--- config.mk ---
export PLATFORM = sky130hd
export DESIGN_NAME = usb_tx_encoder_flat
export DESIGN_NICKNAME = d
export VERILOG_FILES = /design/src/rtl/usb_tx_encoder_if.sv /design/src/rtl/usb_tx_encoder.sv /design/src/flat_wrapper.sv
export SDC_FILE = /design/constraint.sdc
export NUM_CORES = 1
export LEC_CHECK = 0
export ABC_AREA = 1
export CORE_ASPECT_RATIO = 1.4
export CORE_MARGIN = 2
export CORE_UTILIZATION = 30
export CTS_CLUSTER_DIAMETER = 60
export DETAILED_ROUTE_END_ITERATION = 16
export SLEW_MARGIN = 20
export SYNTH_ARGS = -nofsm -noshare
export SYNTH_HDL_FRONTEND = slang
export SYNTH_SLANG_ARGS = --single-unit
--- constraint.sdc ---
create_clock -name clk -period 2.5 [get_ports clk]
set_input_delay 0.375 -clock clk [delete_from_list [all_inputs] [get_ports clk]]
set_output_delay 0.375 -clock clk [all_outputs]
set_load 0.005 [all_outputs]
--- src/rtl/usb_tx_encoder_if.sv ---
// Byte stream in, USB full-speed line state out, plus packet status strobes.
// Latency: pure signal bundle, no logic.
// Backpressure: tx_ready from the encoder gates tx_valid transfers.
interface usb_tx_encoder_if;
  logic [7:0] tx_data;
  logic       tx_last;
  logic       tx_valid;
  logic       tx_ready;
  logic       d_plus;
  logic       d_minus;
  logic       tx_busy;
  logic       tx_done;
  logic       tx_error;

  // Packet source side (drives bytes, watches the line and status)
  modport master (
    output tx_data, tx_last, tx_valid,
    input  tx_ready, d_plus, d_minus, tx_busy, tx_done, tx_error
  );

  // Encoder side
  modport slave (
    input  tx_data, tx_last, tx_valid,
    output tx_ready, d_plus, d_minus, tx_busy, tx_done, tx_error
  );
endinterface

--- src/rtl/usb_tx_encoder.sv ---
// USB full-speed transmit encoder: SYNC, LSB-first bits, bit stuffing, NRZI, EOP.
// Latency: first SYNC bit on the line the cycle after the accepting edge.
// Backpressure: one-byte holding register; tx_ready low while full, after the last byte, and during EOP.
module usb_tx_encoder #(
  parameter int CLKS_PER_BIT = 8
) (
  input logic             clk,
  input logic             n_rst,
  usb_tx_encoder_if.slave bus
);

  localparam int TW = $clog2(CLKS_PER_BIT);
  localparam logic [TW-1:0] T_LAST = TW'(CLKS_PER_BIT - 1);

  typedef enum logic [2:0] {IDLE, SYNC, DATA, STUFF, EOP_SE0, EOP_J} state_t;

  state_t        state, state_nxt, ret_state, pos;
  logic [TW-1:0] timer;
  logic          tick;
  logic [7:0]    hold_data, sh;
  logic          hold_full, hold_last, sh_last, last_seen, level;
  logic [2:0]    bit_idx, idx_nxt, ones;
  logic          ready, xfer;
  logic          start_bit, new_bit, load_sh, sh_step, err, done;
  logic          done_q, err_q;

  assign tick  = (timer == T_LAST);
  assign ready = !hold_full && !last_seen && (state != EOP_SE0) && (state != EOP_J);
  assign xfer  = bus.tx_valid && ready;

  assign bus.tx_ready = ready;
  assign bus.d_plus   = (state == EOP_SE0) ? 1'b0 : level;
  assign bus.d_minus  = (state == EOP_SE0) ? 1'b0 : ~level;
  assign bus.tx_busy  = (state != IDLE);
  assign bus.tx_done  = done_q;
  assign bus.tx_error = err_q;

  // Next state and per-bit control; a stuff bit resumes the interrupted SYNC/DATA position
  always_comb begin
    state_nxt = state;
    idx_nxt   = bit_idx;
    start_bit = 1'b0;
    new_bit   = 1'b0;
    load_sh   = 1'b0;
    sh_step   = 1'b0;
    err       = 1'b0;
    done      = 1'b0;
    pos       = (state == STUFF) ? ret_state : state;
    case (state)
      IDLE: begin
        if (xfer) begin
          state_nxt = SYNC;
          idx_nxt   = 3'd0;
          start_bit = 1'b1;
          new_bit   = 1'b0;
        end
      end
      SYNC, DATA, STUFF: begin
        if (tick) begin
          if (state != STUFF && ones == 3'd6) begin
            state_nxt = STUFF;
            start_bit = 1'b1;
            new_bit   = 1'b0;
          end else if (pos == SYNC) begin
            if (bit_idx == 3'd7) begin
              load_sh   = 1'b1;
              state_nxt = DATA;
              idx_nxt   = 3'd0;
              start_bit = 1'b1;
              new_bit   = hold_data[0];
            end else begin
              state_nxt = SYNC;
              idx_nxt   = bit_idx + 3'd1;
              start_bit = 1'b1;
              new_bit   = (bit_idx == 3'd6);
            end
          end else if (bit_idx != 3'd7) begin
            state_nxt = DATA;
            idx_nxt   = bit_idx + 3'd1;
            sh_step   = 1'b1;
            start_bit = 1'b1;
            new_bit   = sh[1];
          end else if (sh_last) begin
            state_nxt = EOP_SE0;
            idx_nxt   = 3'd0;
          end else if (hold_full) begin
            load_sh   = 1'b1;
            state_nxt = DATA;
            idx_nxt   = 3'd0;
            start_bit = 1'b1;
            new_bit   = hold_data[0];
          end else begin
            err       = 1'b1;
            state_nxt = EOP_SE0;
            idx_nxt   = 3'd0;
          end
        end
      end
      EOP_SE0: begin
        if (tick) begin
          if (bit_idx == 3'd1) begin
            state_nxt = EOP_J;
            idx_nxt   = 3'd0;
          end else begin
            idx_nxt = bit_idx + 3'd1;
          end
        end
      end
      EOP_J: begin
        if (tick) begin
          state_nxt = IDLE;
          done      = 1'b1;
        end
      end
      default: state_nxt = IDLE;
    endcase
  end

  // State, timing, NRZI level, stuffing counter and byte registers
  always_ff @(posedge clk or negedge n_rst) begin
    if (!n_rst) begin
      state     <= IDLE;
      ret_state <= IDLE;
      timer     <= '0;
      bit_idx   <= 3'd0;
      ones      <= 3'd0;
      level     <= 1'b1;
      sh        <= 8'd0;
      sh_last   <= 1'b0;
      hold_full <= 1'b0;
      hold_data <= 8'd0;
      hold_last <= 1'b0;
      last_seen <= 1'b0;
      done_q    <= 1'b0;
      err_q     <= 1'b0;
    end else begin
      state   <= state_nxt;
      bit_idx <= idx_nxt;
      done_q  <= done;
      err_q   <= err;
      if (state == IDLE || tick) timer <= '0;
      else                       timer <= timer + TW'(1);
      if (state_nxt == STUFF && state != STUFF) ret_state <= state;
      if (start_bit) begin
        ones <= new_bit ? ones + 3'd1 : 3'd0;
        if (!new_bit) level <= ~level;
      end
      if (state == EOP_SE0) level <= 1'b1;
      if (load_sh) begin
        sh        <= hold_data;
        sh_last   <= hold_last;
        hold_full <= 1'b0;
      end else if (sh_step) begin
        sh <= {1'b0, sh[7:1]};
      end
      if (xfer) begin
        hold_full <= 1'b1;
        hold_data <= bus.tx_data;
        hold_last <= bus.tx_last;
        if (bus.tx_last) last_seen <= 1'b1;
      end
      if (done) last_seen <= 1'b0;
    end
  end

endmodule

--- src/flat_wrapper.sv ---
// flat-port wrapper written by rule: the top's interface ports become plain ports
module usb_tx_encoder_flat 
#(
  parameter int CLKS_PER_BIT = 8
)
  (clk, n_rst, bus_tx_data, bus_tx_last, bus_tx_valid, bus_tx_ready, bus_d_plus, bus_d_minus, bus_tx_busy, bus_tx_done, bus_tx_error);
  usb_tx_encoder_if bus_i ();
  input logic clk;
  input logic n_rst;
  input wire logic [$bits(bus_i.tx_data)-1:0] bus_tx_data;
  input wire logic [$bits(bus_i.tx_last)-1:0] bus_tx_last;
  input wire logic [$bits(bus_i.tx_valid)-1:0] bus_tx_valid;
  output wire logic [$bits(bus_i.tx_ready)-1:0] bus_tx_ready;
  output wire logic [$bits(bus_i.d_plus)-1:0] bus_d_plus;
  output wire logic [$bits(bus_i.d_minus)-1:0] bus_d_minus;
  output wire logic [$bits(bus_i.tx_busy)-1:0] bus_tx_busy;
  output wire logic [$bits(bus_i.tx_done)-1:0] bus_tx_done;
  output wire logic [$bits(bus_i.tx_error)-1:0] bus_tx_error;
  assign bus_i.tx_data = bus_tx_data;
  assign bus_i.tx_last = bus_tx_last;
  assign bus_i.tx_valid = bus_tx_valid;
  assign bus_tx_ready = bus_i.tx_ready;
  assign bus_d_plus = bus_i.d_plus;
  assign bus_d_minus = bus_i.d_minus;
  assign bus_tx_busy = bus_i.tx_busy;
  assign bus_tx_done = bus_i.tx_done;
  assign bus_tx_error = bus_i.tx_error;
  usb_tx_encoder #(.CLKS_PER_BIT(CLKS_PER_BIT)) u_core (.clk(clk), .n_rst(n_rst), .bus(bus_i));
endmodule
# Word level (Yosys, flattened, before mapping)
# Cells that the tools add are included.
word_totals:
  register_bits: 38
  input_bits: 12
  out_inout_bits: 6
  elab_cells: 132
op_classes:
  addsub: 3
  n_eq_ne: 21
  n_mux: 72
  bitwise_logic: 1
  n_reduce_logical: 21
op_table:
  columns: ["cell", "n"]
  rows:
  - ["$mux 3", 21]
  - ["$mux 1", 45]
  - ["$eq 3x3->1 const B", 6]
  - ["$mux 8", 2]
  - ["$pmux 3 s4", 1]
  - ["$reduce_bool 2->1", 5]
  - ["$add 3x1->3 const B", 3]
  - ["$eq 3x1->1 const B", 3]
  - ["$eq 3x2->1 const B", 3]
  - ["$ne 3x3->1 const B", 3]
  - ["$pmux 3 s3", 1]
  - ["$logic_and 1x1->1", 6]
  - ["$ne 2x1->1 const B", 3]
  - ["$reduce_bool 3->1", 2]
  - ["$reduce_and 5->1", 1]
  - ["$ne 2x2->1 const B", 2]
  - ["$reduce_and 2->1", 2]
  - ["$logic_not 3->1", 1]
  - ["$ne 3x2->1 const B", 1]
  - ["$reduce_or 3->1", 1]
  - ["$logic_not 1->1", 2]
  - ["$mux 2", 1]
  - ["$pmux 1 s2", 1]
  - ["$logic_or 1x1->1", 1]
  - ["$not 1->1", 1]

# Depth between registers and ports, before layout
depth:
  word_depth: 10
  ltp_mapped: 12
  depth_no_buf: 12

# Worst setup path before layout
# Ideal clock, no wire load.
synth_timing:
  path_type: "reg-to-reg"
  startpoint: "register u_core.bit_idx[0]"
  endpoint: "register u_core.sh[2]"
  setup_time_ns: 0.124
  arrival_ns: 1.450
  required_time_ns: 2.376
  setup_slack_ns: 0.926
  stages_incl_launch_ff: 11
  n_path_buf: 0
  synth_period_minus_slack_ns: 1.574
  cell_sequence: "dfrtp_1 ha_1 ha_1 inv_1 nand2_1 inv_1 nand3_2 nand2_1 inv_1 nand2_1 nand3_1"
synth_between:
  elab_chain_cells: 7
  word_cells_on_any_way: 15
  classes_between: "2 x eq/ne; 12 x mux; 1 x reduce/logical"
synth_lines:
  columns: ["item", "line", "text"]
  rows:
  - ["from (decl)", "usb_tx_encoder.sv:22", "logic [2:0] bit_idx, idx_nxt, ones;"]
  - ["from (signal assigned)", "usb_tx_encoder.sv:138", "bit_idx <= idx_nxt;"]
  - ["$ne 3x3->1 or $eq 3x3->1 (tied branches)", "usb_tx_encoder.sv:77, usb_tx_encoder.sv:65", null]
  - ["$mux 1, on equally long branches", "usb_tx_encoder.sv:77, usb_tx_encoder.sv:65", null]
  - ["$mux 1", "usb_tx_encoder.sv:64", "end else if (pos == SYNC) begin"]
  - ["$mux 1", "usb_tx_encoder.sv:60", "if (state != STUFF && ones == 3'd6) begin"]
  - ["$mux 1", "usb_tx_encoder.sv:59", "if (tick) begin"]
  - ["$mux 1", "usb_tx_encoder.sv:49", "case (state)"]
  - ["$mux 8 or $reduce_bool 2->1 (tied branches)", null, null]
  - ["to (signal assigned)", "usb_tx_encoder.sv:150", "sh <= hold_data;"]
  - ["to (signal assigned)", "usb_tx_encoder.sv:154", "sh <= {1'b0, sh[7:1]};"]
  - ["to (decl)", "usb_tx_encoder.sv:20", "logic [7:0] hold_data, sh;"]
# Several ways; a longest one is shown, not always the timed one.
# A chain may end at the register's enable or synchronous reset.

# Worst setup path in the final report
layout_timing:
  startpoint: "register u_core.state[1]"
  endpoint: "output bus_d_minus"
layout_between:
  elab_chain_cells: 2
layout_lines:
  columns: ["item", "line", "text"]
  rows:
  - ["from (decl)", "usb_tx_encoder.sv:17", "state_t state, state_nxt, ret_state, pos;"]
  - ["from (signal assigned)", "usb_tx_encoder.sv:137", "state <= state_nxt;"]
  - ["$eq 3x3->1", "usb_tx_encoder.sv:33", "assign bus.d_minus = (state == EOP_SE0) ? 1'b0 : ~level;"]
  - ["$mux 1", "usb_tx_encoder.sv:33", null]
  - ["to (decl)", "flat_wrapper.sv:15", "output wire logic [$bits(bus_i.d_minus)-1:0] bus_d_minus;"]
# Every way passes these cells.

==> flow_summary_export.csv <==
group,metric,value,unit
cts,cts_hold_buf,0,
sta,hold_violations,0,
synthesis,synth-adder-area-share,0.0526,
sta,min_period_over_period,0.865,
setup_path,path_cells,"nor2_2 > nand2_1 > inv_1 > nor2_1 > clkdlybuf4s50_1",
synthesis,synth_top_cells_by_area,"dfrtp_1 (47%), nand2_1 (13%), inv_1 (5.5%)",
cts,clkTransAtPathRegs,0.08,ns
die,die_h,98.2,um
cts,insertion_delay,0.30,ns
global_routing,antenna_found_initial,0,
power_and_ir_drop,peakVddDrop,0.322,mV
final_layout,area_delta_synth_final,16.5,%
synthesis,synth_area_per_cell,8.24,um^2
status,status,"completed",
sta,slew_headroom,0.458,
setup_path,crit_path_max_incr_delay,0.45,ns
synthesis,synth_top_area_cell,"dfrtp_1",
synthesis,yosys_warnings,0,
die,initial_utilization,0.309,
min_path,hold_class,"in2async",
place,hpwlAfterDp,2940,um
die,rows,34,
sta,fin_crit,2.16,ns
setup_path,worstSetupEndpointType,"output pin",
routing,wirelength,3920,um
setup_path,worstPathMaxFanout,5,
setup_path,arrival,1.79,ns
synthesis,netlist.area_leader.share,0.473,
synthesis,synthMuxAreaShare,0,
synthesis,synth_xor_area_frac,0.00460,
final_layout,nets,272,
routing,first_pass_iters,4,
synthesis,synthesis.area,1900,um^2
cts,cts_buffer_depth,2,
global_routing,grtUsageTotal,0.128,
synthesis,synth_simple_gate_area_frac,0.285,
final_layout,antenna_cells,0,
synthesis,syn-num-nets,251,
job,max-cap-violations,0,
cts,cts_made_buffers,5,
global_routing,grt_pass1_wl,7110,um
synthesis,synth-main-ff-cell,"dfrtp_1",
synthesis,synthArstFlopShare,1.00,
synthesis,synth_top_family_by_area,"simple AND/OR/NAND/NOR gates",
synthesis,yosysMostFrequentCell,"nand2_1",
synthesis,synthCells,231,
setup_path,crit_type,"reg2out",
die,io_pins,18,
final_layout,layout-drive-gt1-share,0.119,
routing,drc,0,
sta,fmax,0.462,GHz
routing,dr.first_iter.drc_count,56,
global_routing,grt_max_degree,38,
die,core,6170,um^2
cts,cts_tree,"done",
routing,avgRoutedWirePerCell,12.1,um
cts,root_buffer,"clkbuf_8",
setup_path,path_buf_inv,2,
cts,htree_levels,2,
routing,drtAntennaViolNets,0,
setup_path,crit_slowest_cell,"dfrtp_1",
synthesis,synth_cell_types,29,
cts,postCtsSetupRepairBufs,0,
synthesis,synth_edf_count,0,
place,gp_congestion,0.834,
power_and_ir_drop,p_leak,1.18,nW
sta,finClkSkew,0.00910,ns
power_and_ir_drop,power_density,468,nW/um^2
synthesis,ys_ff_latch,37,
cts,ctsResizeCount,0,
synthesis,yosysSeqAreaShare,0.487,
sta,setup_tns,0,ns
sta,rsz0062_at_grt,"no",
global_routing,grt_pass1_vias,1581,
place,portBuffers,17,
global_routing,grt_overflow,0,
cts,cts_sinks,37,
sta,drv_slew,0,
die,dieArea,7010,um^2
sta,setup_violations,0,
final_layout,final_util,0.359,
setup_path,start_kind,"flip-flop",
sta,tightest_slew,0.813,ns
setup_path,worstPathRequired,2.12,ns
synthesis,synth_common_cells,"nand2_1 (68), dfrtp_1 (36), inv_1 (28)",
place,place_inst,317,
synthesis,synth_compound_area_frac,0.0914,
final_layout,final_cells,325,
setup_path,path_delay_family,"buffers and inverters",
die,die_w,71.3,um
routing,vias_per_cell,4.74,
routing,routed-via-count,1540,
==> cell type report <==
type	instances	area (um^2)
Clock buffer	5	68.8
Clock inverter	3	17.5
Fill cell	629	3950
Inverter	33	124
Multi-Input combinational cell	158	825
Sequential cell	37	927
Tap cell	72	90.1
Timing Repair Buffer	17	165
==> report_power, final <==
part / switching [W] / internal, W / leakage, nW
combinational: 0.0000138 / 0.0000141 / 0.670
clock: 0.000219 / 0.000192 / 0.0439
sequential: 0 / 0.000598 / 0.462
total: 0.000233 / 0.000805 / 1.18
==> flip-flops by register name, summed over array words and instances, names as in the netlist <==
| name | flops |
|---|---|
| u_core.hold_full | 1 |
| u_core.state | 3 |
| u_core.bit_idx | 3 |
| u_core.level | 1 |
| u_core.hold_last | 1 |
| u_core.ret_state | 3 |
| u_core.hold_data | 8 |
| u_core.bus.tx_error | 1 |
| u_core.last_seen | 1 |
| u_core.sh_last | 1 |
| u_core.bus.tx_done | 1 |
| u_core.sh | 7 |
| u_core.ones | 3 |
| u_core.timer | 3 |
==> logic make-up after synthesis <==
family          count (synthesis)
compound gates                 30
buf+inv                        36
fa+ha+maj                       8
simple gates                  119
xor+xnor                        1
flops                          37
==> path summary, 6_finish.rpt <==
check / startpoint / endpoint / slack [ns] / depth (start not counted)
worst max-delay path: u_core.state[1]$_DFF_PN0_ / bus_d_minus / 0.34 / 5
worst min-delay path: n_rst / u_core.ret_state[1]$_DFFE_PN0P_ / 0.17 / 1
worst max register to register: u_core.timer[0]$_DFF_PN0_ / u_core.sh[3]$_DFFE_PN0P_ / 0.57 / 9
worst min register to register: u_core.timer[0]$_DFF_PN0_ / u_core.timer[0]$_DFF_PN0_ / 0.44 / 1
max in group asynchronous: n_rst / u_core.sh[6]$_DFFE_PN0P_ / 1.82 / 1
min in group clk: u_core.timer[0]$_DFF_PN0_ / u_core.timer[0]$_DFF_PN0_ / 0.44 / 1
==> placed cells by master (no fill, tap or decap), types with 4 or more instances in the layout <==
| cell type | netlist | final |
|---|---|---|
| nand2_1 | 68 | 68 |
| dfrtp_1 | 36 | 36 |
| inv_1 | 28 | 28 |
| nor2_1 | 18 | 18 |
| nand3_1 | 16 | 16 |
| clkdlybuf4s50_1 | 0 | 16 |
| o21ai_0 | 10 | 10 |
| o21ai_1 | 8 | 8 |
| ha_1 | 8 | 8 |
| inv_2 | 5 | 5 |
| clkbuf_8 | 0 | 5 |
| nand2_2 | 4 | 4 |
==> metrics by stage <==
stage	area (um^2)	total power [W]	hold WS [ns]	worst slack, ns
2_1_floorplan	1900	0.000610	0.0794	0.926
3_3_place_gp	2130	0.000639	0.422	0.587
3_5_place_dp	2130	0.000640	0.432	0.570
4_1_cts	2220	0.00106	0.205	0.319
5_1_grt	2220	0.00108	0.250	0.218
6_report	2220	0.00104	0.169	0.337
==> metal layers <==
| metal | track usage | routed length, um |
|---|---|---|
| met1 | 0.137 | 1610 |
| met2 | 0.237 | 2060 |
| met3 | 0.0227 | 131 |
| met4 | 0.0581 | 114 |
| met5 | 0 | 0 |
Note: power is estimated with default switching activity, not from simulation.
